File: src/rtl/bp_pkg.sv
// Shared helpers for the branch predictor: counter reset value, saturating
// step, and the PC/history index fold used by both query and update paths.
package bp_pkg;

    localparam int CNT_W_MAX = 4;

    // Weakly-taken midpoint for a counter of width cnt_w.
    function automatic logic [CNT_W_MAX-1:0] cnt_rst(input int cnt_w);
        return CNT_W_MAX'(1 << (cnt_w - 1));
    endfunction

    function automatic logic [CNT_W_MAX-1:0] sat_step(
        input logic [CNT_W_MAX-1:0] cnt,
        input logic                 dir,
        input int                   cnt_w
    );
        logic [CNT_W_MAX-1:0] w_max;
        w_max = CNT_W_MAX'((1 << cnt_w) - 1);
        if (dir)
            return (cnt == w_max) ? cnt : cnt + 1'b1;
        else
            return (cnt == '0) ? cnt : cnt - 1'b1;
    endfunction

    // PC bit 0 is dropped so 2-byte aligned branches get their own entry.
    function automatic logic [31:0] fold_idx(
        input logic [31:0] pc,
        input logic [31:0] hist,
        input int          idx_w
    );
        logic [31:0] w_mask;
        w_mask = (32'd1 << idx_w) - 32'd1;
        return ((pc >> 1) ^ hist) & w_mask;
    endfunction

endpackage

File: src/rtl/bp_pht.sv
// Pattern history table: async read port plus one synchronous saturating
// read-modify-write port.
module bp_pht
    import bp_pkg::*;
#(
    parameter int INDEX_W = 6,
    parameter int CNT_W   = 2
) (
    input  logic               i_clk,
    input  logic               i_rst,
    input  logic [INDEX_W-1:0] i_rd_idx,
    output logic [CNT_W-1:0]   o_rd_cnt,
    input  logic               i_wr_en,
    input  logic [INDEX_W-1:0] i_wr_idx,
    input  logic               i_wr_dir
);

    localparam int DEPTH = 1 << INDEX_W;

    logic [CNT_W-1:0] r_pht [DEPTH];
    logic [CNT_W-1:0] w_next;

    assign o_rd_cnt = r_pht[i_rd_idx];
    assign w_next   = CNT_W'(sat_step(CNT_W_MAX'(r_pht[i_wr_idx]), i_wr_dir, CNT_W));

    always_ff @(posedge i_clk) begin
        if (i_rst) begin
            for (int i = 0; i < DEPTH; i++)
                r_pht[i] <= CNT_W'(cnt_rst(CNT_W));
        end else if (i_wr_en) begin
            r_pht[i_wr_idx] <= w_next;
        end
    end

endmodule

File: src/rtl/gshare_predictor.sv
// gshare conditional-branch direction predictor with speculative global
// history and commit-time recovery; HIST_W = 0 gives a bimodal table.
module gshare_predictor
    import bp_pkg::*;
#(
    parameter int INDEX_W = 6,
    parameter int HIST_W  = 4,
    parameter int CNT_W   = 2,
    localparam int HW     = (HIST_W > 0) ? HIST_W : 1
) (
    input  logic          clk_in,
    input  logic          rst_in,
    input  logic          rdy_in,
    input  logic          query_en,
    input  logic [31:0]   query_PC,
    output logic          result_out,
    output logic [HW-1:0] query_hist,
    input  logic          update_en,
    input  logic [31:0]   update_PC,
    input  logic          update_result,
    input  logic [HW-1:0] update_hist,
    input  logic          update_mispredict
);

    logic [31:0]        w_ghr_ext;
    logic [31:0]        w_uhist_ext;
    logic [INDEX_W-1:0] w_qidx;
    logic [INDEX_W-1:0] w_uidx;
    logic [CNT_W-1:0]   w_rd_cnt;
    logic               w_upd;

    assign w_upd  = rdy_in & update_en;
    assign w_qidx = INDEX_W'(fold_idx(query_PC,  w_ghr_ext,   INDEX_W));
    assign w_uidx = INDEX_W'(fold_idx(update_PC, w_uhist_ext, INDEX_W));

    generate
        if (HIST_W == 0) begin : g_bimodal
            logic w_unused_hist;
            assign w_unused_hist = &{1'b0, update_hist, update_mispredict, query_en};
            assign w_ghr_ext     = '0;
            assign w_uhist_ext   = '0;
            assign query_hist    = '0;
        end else begin : g_gshare
            logic [HW-1:0] r_ghr;
            assign w_ghr_ext   = 32'(r_ghr);
            assign w_uhist_ext = 32'(update_hist);
            assign query_hist  = r_ghr;

            // Mispredict repair wins over a same-cycle speculative shift.
            always_ff @(posedge clk_in) begin
                if (rst_in)
                    r_ghr <= '0;
                else if (rdy_in) begin
                    if (update_en && update_mispredict)
                        r_ghr <= HW'({update_hist, update_result});
                    else if (query_en)
                        r_ghr <= HW'({r_ghr, result_out});
                end
            end
        end
    endgenerate

    bp_pht #(
        .INDEX_W (INDEX_W),
        .CNT_W   (CNT_W)
    ) u_pht (
        .i_clk    (clk_in),
        .i_rst    (rst_in),
        .i_rd_idx (w_qidx),
        .o_rd_cnt (w_rd_cnt),
        .i_wr_en  (w_upd),
        .i_wr_idx (w_uidx),
        .i_wr_dir (update_result)
    );

    assign result_out = w_rd_cnt[CNT_W-1];

endmodule

File: config.mk
export PLATFORM = sky130hd
export DESIGN_NAME = gshare_predictor
export DESIGN_NICKNAME = d
export VERILOG_FILES = /design/src/rtl/bp_pkg.sv /design/src/rtl/bp_pht.sv /design/src/rtl/gshare_predictor.sv
export SDC_FILE = /design/constraint.sdc
export NUM_CORES = 1
export LEC_CHECK = 0
export CAP_MARGIN = 20
export CORE_ASPECT_RATIO = 1.5
export CORE_MARGIN = 8
export CORE_UTILIZATION = 40
export CTS_BUF_LIST = sky130_fd_sc_hd__clkbuf_8
export DETAILED_ROUTE_END_ITERATION = 10
export GPL_TIMING_DRIVEN = 0
export PLACE_DENSITY = 0.66
export SYNTH_ARGS = -nofsm -noshare
export SYNTH_HDL_FRONTEND = slang
export SYNTH_SLANG_ARGS = --single-unit
File: constraint.sdc
create_clock -name clk_in -period 4.2 [get_ports clk_in]
set_input_delay 0.84 -clock clk_in [delete_from_list [all_inputs] [get_ports clk_in]]
set_output_delay 0.84 -clock clk_in [all_outputs]
set_load 0.02 [all_outputs]
==> summary.md, run 1 <==
| Metric | Value |
|---|---|
| Status | `finished, violations left` |
| Post-route antenna net violation count | `0` |
| EDFF count, synth | `128` |
| TritonCTS clock tree | `built` |
| FF-to-FF path depth | `9` |
| Reg2reg end | `u_pht.r_pht[35][1]` |
| First-pass GRT wire length | `43200 um` |
| Placer Congestion | `1.02` |
| Clk root buf | `clkbuf_8` |
| VDD IR max | `220 uV` |
| Worst hold-check path type | `reg -> reg` |
| Fin. max-slew vios | `0` |
| FF+latch count, synth | `132` |
| Reg2reg setup slack | `1080 ps` |
| DR pass1 iterations | `7` |
| Worst Setup EP | `u_pht.r_pht[0][0]` |
| # clock sinks | `132` |
| DRT iter0 DRCs | `1266` |
| DRT Wirelength | `29700 um` |
| Tot GR Track Use | `25.2%` |
| Final Hold Fails | `0` |
| Core Area | `19100 um2` |
| PwrDens | `386 nW/um2` |
| I/O Pins | `80` |
| Fin Hold WS | `612 ps` |
| Yosys warning total | `0` |
| Remaining DRCs | `0` |
| Routed wire per std cell | `28.7 um` |
| Final Skew | `15.2 ps` |
| FMAX | `238 MHz` |
| Register Area | `3920 um2` |
| Initial Utilization | `40.5%` |
| Met1 Use GR | `26.8%` |
| Avg Inst Size Synth | `11.2 um2` |
| # Max-Cap Violations | `0` |
| Reg-to-Reg Start | `u_pht.r_pht[36][1]` |
| Final setup margin | `-1.43 ps` |
| Failing checks | `negative setup slack` |
| DP HPWL | `20100 um` |
| Area of the multi-input gates | `3840 um2` |
| Critical Path Start | `update_hist[3]` |
| Row count | `62` |
| Die H | `186 um` |
| Power, Total | `0.00365 W` |
| WP data arrival | `4430 ps` |
| Clock Path Buffers | `2` |
| Crit path max fanout | `10` |
| Gr busiest metal | `met2` |
| Clock slew at reported path FFs | `90 ps` |
| Sequential area share after synthesis | `50.8%` |
| Layout cell share with drive strength beyond 1 | `30.4%` |
| Syn Inst Count | `688` |
| Final Net Count | `837` |
| Worst EP required | `4420 ps` |
| P&R area growth vs syn | `22.3%` |
| Die width | `129 um` |
| Synth top area cells | `edfxtp_1, a2111oi_0, mux4_2` |
| Filler cells | `1693` |
| Global-route met2 utilization | `43.0%` |
| Tightest Pin Transition | `1280 ps` |
| Critical Path Sink Type | `flop` |
| Top cell type's share of synthesized area | `49.8%` |
| M3 GR Usage | `5.76%` |
| Async set or reset register ratio after synthesis | `0%` |
| Largest net degree at the start of global routing | `17` |
| Max_slew headroom | `13.8%` |
| Via count | `7032` |
| Startpoint Class | `input port` |
| Port Buf Inserts | `27` |
| Most frequent cells in the layout | `edfxtp_1, nor2_1, nand3_1, or2_2, nand2_1` |
| Num CTS Buffers | `17` |
| Clock latency on the worst-skew pair | `460 ps` |
| Vias in the first global route | `6877` |
| Antenna violations before repair | `0` |
| Htree depth | `4` |
| RSZ-0062 raised after global routing | `true` |
| Most common cell after layout, fill and taps aside | `edfxtp_1` |
| DIE AREA | `24100 um2` |
| Area leader, netlist | `edfxtp_1` |
| Hold buffers post-CTS | `0` |
| Pleak | `2.89 nW` |
| Syn Nets | `763` |
| Crit Path Class | `in -> reg` |
| Post-synth top flop | `edfxtp_1` |
| Tmin final | `4200 ps` |
| Unique masters post-synth | `51` |
| Vias/cell | `6.81` |
| Mapped Area | `7720 um2` |
| Total grt overflow | `0` |
| Setup violators final | `1` |
| Final period util | `100%` |
==> per-stage QoR <==
stage	worst slack, ps	cells	TNS [ps]	area (um2)	utilization (%)
2_1_floorplan	354	688	0	7720	-
3_3_place_gp	-1610	971	-209580	8310	43.6
3_5_place_dp	-1650	973	-205700	8330	43.7
4_1_cts	-72.1	1019	-72.1	9160	48.0
5_1_grt	-4.99	1030	-9.52	9440	49.5
6_report	-1.43	1032	-1.43	9450	49.5
==> area by class of cell <==
type                       count  share of cell area (%)
sequential                   132                    41.5
multi-input combinational    483                    40.7
timing repair buffer          54                    5.23
buffer                        70                    4.23
tap                          256                    3.39
clock buffer                  17                    2.48
clock inverter                14                    2.23
inverter                       4                   0.159
antenna                        2                  0.0530
==> cells by family (layout without fill, tap and decap cells) <==
logic type | after synthesis | after routing | share of synthesized area (%)
simple gates | 254 | 254 | 16.1
other cells | 0 | 2 | 0
mux | 51 | 51 | 10.0
xor+xnor | 14 | 14 | 1.78
flops | 132 | 132 | 50.8
buf+inv | 74 | 159 | 4.42
compound gates | 163 | 164 | 16.8
==> cells in the mapped netlist (4+ instances only) <==
cell and count:
nand4_1 10, mux2_2 18, edfxtp_1 128, o221ai_1 6, mux4_2 18, nand2_1 36
dfxtp_1 4, a221oi_1 18, a2111oi_0 65, clkbuf_1 52, nand3_1 56, xnor2_1 6
nor3_1 6, o21ai_1 5, a22oi_1 17, xor2_1 6, nor2_1 79, mux2i_1 13
o21ai_0 11, or2_2 54, a21oi_1 16, a21o_1 10, buf_2 9, buf_6 7
==> how the worst min path moves through the flow <==
stage | start | to | slack [ps] | cells after the start
floorplan | query_hist[0] | query_hist[0] | 580 | 2
global placement | query_hist[0] | query_hist[0] | 530 | 2
detailed placement | query_hist[0] | query_hist[0] | 560 | 2
CTS | query_hist[0] | query_hist[0] | 610 | 2
global route | query_hist[0] | query_hist[0] | 630 | 2
finish | query_hist[0] | query_hist[0] | 610 | 2
==> layer usage <==
layer / vias to the layer above / wire length [um]
met4: 0 / 2450
met2: 599 / 14600
met3: 195 / 3000
li1: 2886 / -
met5: - / 0
met1: 3352 / 9570
==> repair_timing <==
item                       CTS  global route
setup endpoints to repair  145           126
gates cloned                 1             0
pin swaps                    8             3
gates resized for setup     74            76
buffers inserted            14            11
==> critical path, cell delays in order <==
cell and delay (ps):
clkdlybuf4s50_1 450, xnor2_1 1020, o221ai_1 350, and3_1 330
nor4_4 310, buf_4 200, nor3_4 40, buf_4 180
clkbuf_2 210, a2111oi_2 470
==> sequential cells by signal (all words and copies together) (netlist names) <==
| register | count |
|---|---|
| query_hist | 4 |
| u_pht.r_pht | 128 |
==> where the power goes <==
| part | internal [W] | switching [W] |
|---|---|---|
| registers | 0.00147 | 0.0000144 |
| logic | 0.000294 | 0.000627 |
| clock network | 0.000701 | 0.000546 |
No activity file was read; power rests on OpenSTA's default activity.
==> run 2, diff against run 1 <==
--- a/config.mk
+++ b/config.mk
@@ -5,7 +5,6 @@
 export SDC_FILE = /design/constraint.sdc
 export NUM_CORES = 1
 export LEC_CHECK = 0
-export CAP_MARGIN = 20
 export CORE_ASPECT_RATIO = 1.5
 export CORE_MARGIN = 8
 export CORE_UTILIZATION = 40
==> run 2 against run 1 <==
The flow now finishes without violations. Register-to-register slack is essentially flat. Sequential share of layout area rose by 0.46 points. Clock skew grew 3.8 ps. Critical path depth is 4 higher. First-iteration DRC count shrank 13%. Total power decreased by 2.2%. Maximum frequency up 0.44%. Non-clock buffer count shrank 10. Utilization shrank 0.54 points. Count of clock-buffer cells in the layout stayed put. Critical endpoint is now u_pht.r_pht[3][0]. Largest cell class unchanged.
==> summary.md, run 2 (same netlist as run 1, synthesis figures left out) <==
| Metric | Value |
|---|---|
| Reg-to-Reg Start | `u_pht.r_pht[43][0]` |
| Row count | `62 (unchanged)` |
| Reg with most FFs | `u_pht.r_pht` |
| Setup violators final | `0 (-1)` |
| Core Area | `19100 um2 (unchanged)` |
| Flop pwr share | `41.5% (+0.9 points)` |
| Layout cell share with drive strength beyond 1 | `29.6% (-0.78 points)` |
| Fin Hold WS | `614 ps (+2.30 ps)` |
| Status | `completed` |
| Switching power share of the total | `33.1% (+0.52 points)` |
| # clock sinks | `132 (unchanged)` |
| Reg2reg end | `u_pht.r_pht[3][0]` |
| Critical Path Start | `update_PC[2]` |
| RSZ-0062 raised after global routing | `true` |
| DP HPWL | `20100 um (-0.21%)` |
| Remaining DRCs | `0 (unchanged)` |
| Clock latency on the worst-skew pair | `460 ps (about the same)` |
| FF-to-FF path depth | `10 (+1)` |
| Reg2reg setup slack | `1070 ps (about the same)` |
| Most common cell after layout, fill and taps aside | `edfxtp_1` |
| Die width | `129 um (unchanged)` |
| Routed wire per std cell | `29.1 um (+1.3%)` |
| Combinational Power Share | `25.3% (about the same)` |
| Crit Path Class | `in -> reg` |
| Power share of the clock group | `33.3% (-0.9 points)` |
| Antenna violations before repair | `0 (unchanged)` |
| Worst EP required | `4410 ps (about the same)` |
| Die H | `186 um (unchanged)` |
| Tightest Pin Transition | `1360 ps (+81.1 ps)` |
| Initial Utilization | `40.5% (unchanged)` |
| VDD IR max | `215 uV (-2.6%)` |
| WP data arrival | `4400 ps (-30 ps)` |
| First-pass GRT wire length | `43100 um (-0.34%)` |
| Startpoint Class | `input port` |
| Clock slew at reported path FFs | `90 ps (about the same)` |
| DIE AREA | `24100 um2 (unchanged)` |
| Tmin final | `4180 ps (-18.3 ps)` |
| Power, Total | `0.00357 W (-2.2%)` |
| Worst Min Path Start | `query_hist[0]` |
| Tot GR Track Use | `25.1% (-0.15 points)` |
| # diodes | `0 (-2)` |
| DRT Wirelength | `29700 um (+0.16%)` |
| DRT iter0 DRCs | `1099 (-13%)` |
| CP max stage cell | `a2111oi_1` |
| Critical Path Sink Type | `flop` |
| Sw Pwr | `0.00118 W (-0.59%)` |
| Final Cell Area | `9340 um2 (-1.1%)` |
| Final period util | `99.6% (-0.44 points)` |
| Most used cell, CP | `buf_4` |
| PwrDens | `382 nW/um2 (-1.1%)` |
| Post-route antenna net violation count | `0 (unchanged)` |
| Worst Setup EP | `u_pht.r_pht[3][0]` |
| Fin. max-slew vios | `0 (unchanged)` |
| Worst hold-check path type | `reg -> reg` |
| DR pass1 iterations | `6 (-1)` |
| Max reg flops | `128 (unchanged)` |
| Most frequent cells in the layout | `edfxtp_1, nor2_1, nand3_1, or2_2, nand2_1` |
| Final Hold Fails | `0 (unchanged)` |
| Worst slack, placed | `-1670 ps (-20.1 ps)` |
| Placed cell area | `8320 um2 (-0.15%)` |
| CP peak stage delay | `500 ps (-520 ps)` |
| Total grt overflow | `0 (unchanged)` |
| Final Util | `49.0% (-0.54 points)` |
| I/O Pins | `80 (unchanged)` |
| Placer Congestion | `1.02 (unchanged)` |
| Crit-path cells | `clkdlybuf4s15_1, xor2_4, buf_6, buf_4, mux4_2, nor2_1, o21ai_0, and3_1, nor4_4, buf_4, nor3_4, buf_4, clkbuf_2, a2111oi_1` |
| Final setup margin | `16.9 ps (+18.3 ps)` |
| Largest net degree at the start of global routing | `17 (unchanged)` |
| Vias/cell | `6.81 (about the same)` |
| Internal | `0.00239 W (-2.9%)` |
| Crit path max fanout | `10 (unchanged)` |
| Pleak | `2.83 nW (-2.3%)` |
| Port Buf Inserts | `27 (unchanged)` |
| Hold buffers post-CTS | `0 (unchanged)` |
| Vias in the first global route | `6908 (+0.45%)` |
| # Max-Cap Violations | `0 (unchanged)` |
| Clock Path Buffers | `2 (unchanged)` |
| Num CTS Buffers | `17 (unchanged)` |
| Clk root buf | `clkbuf_8` |
| Via count | `6951 (-1.2%)` |
| Htree depth | `4 (unchanged)` |
| Max_slew headroom | `8.21% (-5.6 points)` |
| Final Net Count | `827 (-1.2%)` |
| Final Skew | `19.0 ps (+3.79 ps)` |
| FMAX | `239 MHz (+0.44%)` |
| TritonCTS clock tree | `built` |
| P&R area growth vs syn | `21.0%` |
run 2: power groups by stage:
stage / sequential, W / clock [W] / combinational (W)
6_report: 0.00148 / 0.00119 / 0.000902
5_1_grt: 0.00148 / 0.00122 / 0.000922
4_1_cts: 0.00148 / 0.00118 / 0.000805
3_5_place_dp: 0.00151 / 0 / 0.000717
3_3_place_gp: 0.00151 / 0 / 0.000712
2_1_floorplan: 0.00151 / 0 / 0.000433
run 2: stage by stage:
stage,cells,setup TNS [ps]
after CTS,1013,0
after floorplan,688,0
final,1020,0
after global routing,1020,-196
after detailed placement,971,-210610
after global placement,971,-209580
run 2: repair_timing:
action,CTS,global route
gates resized for setup,75,66
setup endpoints to repair,147,125
setup buffers,10,7
pin swaps,7,4
cloned,1,0
run 2: cell type report:
class / count / area [um2]
fill: 1729 / 9740
inverter: 4 / 15.0
clock inverter: 14 / 185
buffer: 70 / 393
multi-input combinational: 483 / 3840
tap: 256 / 320
timing repair buffer: 44 / 427
clock buffer: 17 / 234
sequential: 132 / 3920
run 2: metal layers:
layer / GRT usage (%) / vias up / routed length (um)
met4: 20.6 / 0 / 2380
met3: 5.76 / 165 / 3060
met1: 26.1 / 3365 / 9550
met5: 0 / - / 0
li1: - / 2866 / -
met2: 42.4 / 555 / 14700
run 2: how the worst min path moves through the flow:
stage	to	slack [ps]	depth (start not counted)
2_1_floorplan	query_hist[0]	580	2
3_3_place_gp	query_hist[0]	530	2
3_5_place_dp	query_hist[0]	560	2
4_1_cts	query_hist[0]	610	2
5_1_grt	query_hist[0]	640	2
6_report	query_hist[0]	610	2
run 2: critical path, delay by kind of cell:
| kind | cells | cell delay [ps] |
|---|---|---|
| simple gates | 4 | 820 |
| buf+inv | 6 | 1450 |
| xor+xnor | 1 | 290 |
| compound gates | 2 | 620 |
| mux | 1 | 360 |
==> run 3, diff against run 2 <==
--- a/config.mk
+++ b/config.mk
@@ -11,6 +11,7 @@
 export CTS_BUF_LIST = sky130_fd_sc_hd__clkbuf_8
 export DETAILED_ROUTE_END_ITERATION = 10
 export GPL_TIMING_DRIVEN = 0
+export MAX_ROUTING_LAYER = met4
 export PLACE_DENSITY = 0.66
 export SYNTH_ARGS = -nofsm -noshare
 export SYNTH_HDL_FRONTEND = slang
==> run 3 against run 2 <==
Total power hardly changed. Worst hold slack worse by 4.0 ps. Routed wire length is 2.5% lower. Maximum frequency is 1.6% higher. Largest cell class unchanged. Combinational power is 2.3% lower. Design area hardly changed. Register-to-register slack better by 100 ps. Via count is 1.0% lower. Clock power hardly changed.
==> summary.md, run 3 (same netlist as run 1, synthesis figures left out) <==
| Metric | Value |
|---|---|
| Clock latency on the worst-skew pair | `460 ps (about the same)` |
| # diodes | `0 (unchanged)` |
| Crit path max fanout | `10 (unchanged)` |
| Final setup margin | `84.7 ps (+67.8 ps)` |
| Routed wire per std cell | `28.4 um (-2.6%)` |
| Tmin final | `4120 ps (-67.8 ps)` |
| Vias/cell | `6.74 (-1.1%)` |
| DP HPWL | `20000 um (-0.42%)` |
| Fin. max-slew vios | `0 (unchanged)` |
| CP max stage cell | `clkdlybuf4s50_1` |
| Status | `completed` |
| Clk root buf | `clkbuf_8` |
| Final Hold Fails | `0 (unchanged)` |
| Register Area | `3920 um2 (unchanged)` |
| Num CTS Buffers | `17 (unchanged)` |
| Max reg flops | `128 (unchanged)` |
| Worst hold-check path type | `reg -> reg` |
| Setup violators final | `0 (unchanged)` |
| Critical Path Sink Type | `flop` |
| Largest net degree at the start of global routing | `17 (unchanged)` |
| Htree depth | `4 (unchanged)` |
| Core Area | `19100 um2 (unchanged)` |
| Startpoint Class | `input port` |
| DRT Wirelength | `29000 um (-2.5%)` |
| Clock Path Buffers | `2 (unchanged)` |
| Filler cells | `1701 (-1.6%)` |
| Max_slew headroom | `18.4% (+10 points)` |
| Row count | `62 (unchanged)` |
| Post-route antenna net violation count | `0 (unchanged)` |
| Worst EP required | `4410 ps (about the same)` |
| Total grt overflow | `0 (unchanged)` |
| CP peak stage delay | `570 ps (+70 ps)` |
| Pleak | `2.84 nW (+0.68%)` |
| Crit-path cells | `clkdlybuf4s50_1, xnor2_4, clkbuf_4, buf_2, a22oi_1, o21ai_0, nand2_1, o32ai_4, o21ai_4, clkbuf_2, a2111oi_1` |
| Die width | `129 um (unchanged)` |
| Crit Path Class | `in -> reg` |
| Die H | `186 um (unchanged)` |
| Fin Hold WS | `610 ps (-4.03 ps)` |
| # Max-Cap Violations | `0 (unchanged)` |
| Final Net Count | `827 (unchanged)` |
| # clock sinks | `132 (unchanged)` |
| Tot GR Track Use | `25.2% (+0.12 points)` |
| VDD IR max | `210 uV (-1.9%)` |
| Layout cell share with drive strength beyond 1 | `28.6% (-0.95 points)` |
| Final Skew | `23.9 ps (+4.89 ps)` |
| Hold buffers post-CTS | `0 (unchanged)` |
| Reg with most FFs | `u_pht.r_pht` |
| Most frequent cells in the layout | `edfxtp_1, nor2_1, nand3_1, or2_2, nand2_1` |
| WP data arrival | `4330 ps (-70 ps)` |
| P&R area growth vs syn | `20.9% (about the same)` |
| Area of the multi-input gates | `3780 um2 (-1.8%)` |
| Most common cell after layout, fill and taps aside | `edfxtp_1` |
| Antenna violations before repair | `0 (unchanged)` |
| Worst slack, placed | `-1560 ps (+113 ps)` |
| Via count | `6881 (-1.0%)` |
| TritonCTS clock tree | `built` |
| First-pass GRT wire length | `42200 um (-2.0%)` |
| Final period util | `98.0% (-1.6 points)` |
| Initial Utilization | `40.5% (unchanged)` |
| Port Buf Inserts | `27 (unchanged)` |
| FMAX | `243 MHz (+1.6%)` |
| Tightest Pin Transition | `1210 ps (-149 ps)` |
| DRT iter0 DRCs | `1291 (+17%)` |
| Remaining DRCs | `0 (unchanged)` |
| PwrDens | `382 nW/um2 (about the same)` |
| Vias in the first global route | `6834 (-1.1%)` |
| DIE AREA | `24100 um2 (unchanged)` |
| I/O Pins | `80 (unchanged)` |
| Clock slew at reported path FFs | `90 ps (about the same)` |
| Placer Congestion | `1.05 (+2.6%)` |
| DR pass1 iterations | `8 (+2)` |
run 3: critical path: cells and delay by family:
kind | cells | cell delay [ps]
compound gates | 5 | 1520
simple gates | 1 | 160
buf+inv | 4 | 1470
xor+xnor | 1 | 310
run 3: worst paths after layout:
check	to	slack, ps	from	cells past startpoint
worst max-delay path	u_pht.r_pht[14][0]	80	update_hist[2]	11
worst min-delay path	query_hist[3]	610	query_hist[3]	2
worst max register to register	u_pht.r_pht[14][0]	1170	u_pht.r_pht[19][0]	9
worst min register to register	query_hist[3]	610	query_hist[3]	2
run 3: final cells by class:
cell class / count / area share, %
buffer: 70 / 4.28
clock buffer: 18 / 2.65
inverter: 4 / 0.161
clock inverter: 14 / 2.04
tap: 256 / 3.43
timing repair buffer: 45 / 4.95
sequential: 132 / 42.0
multi-input combinational: 482 / 40.5
run 3: through the flow:
step | area (um2) | setup TNS, ps | power (W) | utilization [%] | cells
after floorplan | 7720 | 0 | 0.00194 | - | 688
after global placement | 8310 | -210660 | 0.00222 | 43.6 | 971
after detailed placement | 8320 | -198220 | 0.00222 | 43.6 | 971
after CTS | 9080 | -4.56 | 0.00346 | 47.6 | 1012
after global routing | 9340 | -62.1 | 0.00364 | 48.9 | 1021
final | 9340 | 0 | 0.00357 | 48.9 | 1021
run 3: repair_timing:
item	CTS	global route
gates resized for setup	67	61
buffers inserted	9	8
endpoints found under the setup margin	138	125
pin swaps	6	5
cloned	0	1
run 3: where the power goes:
group	internal [W]	switching, W
Sequential	0.00147	0.0000149
Clock	0.000660	0.000545
Combinational	0.000288	0.000593
Total	0.00242	0.00115
run 3: per-layer routing:
metal  routed length [um]  GRT usage [%]  up-vias
li1                     -              -     2862
met1                 9350           25.9     3286
met2                14100           40.8      517
met3                 2840           6.22      216
met4                 2630           19.4        0
met5                    0              -        -
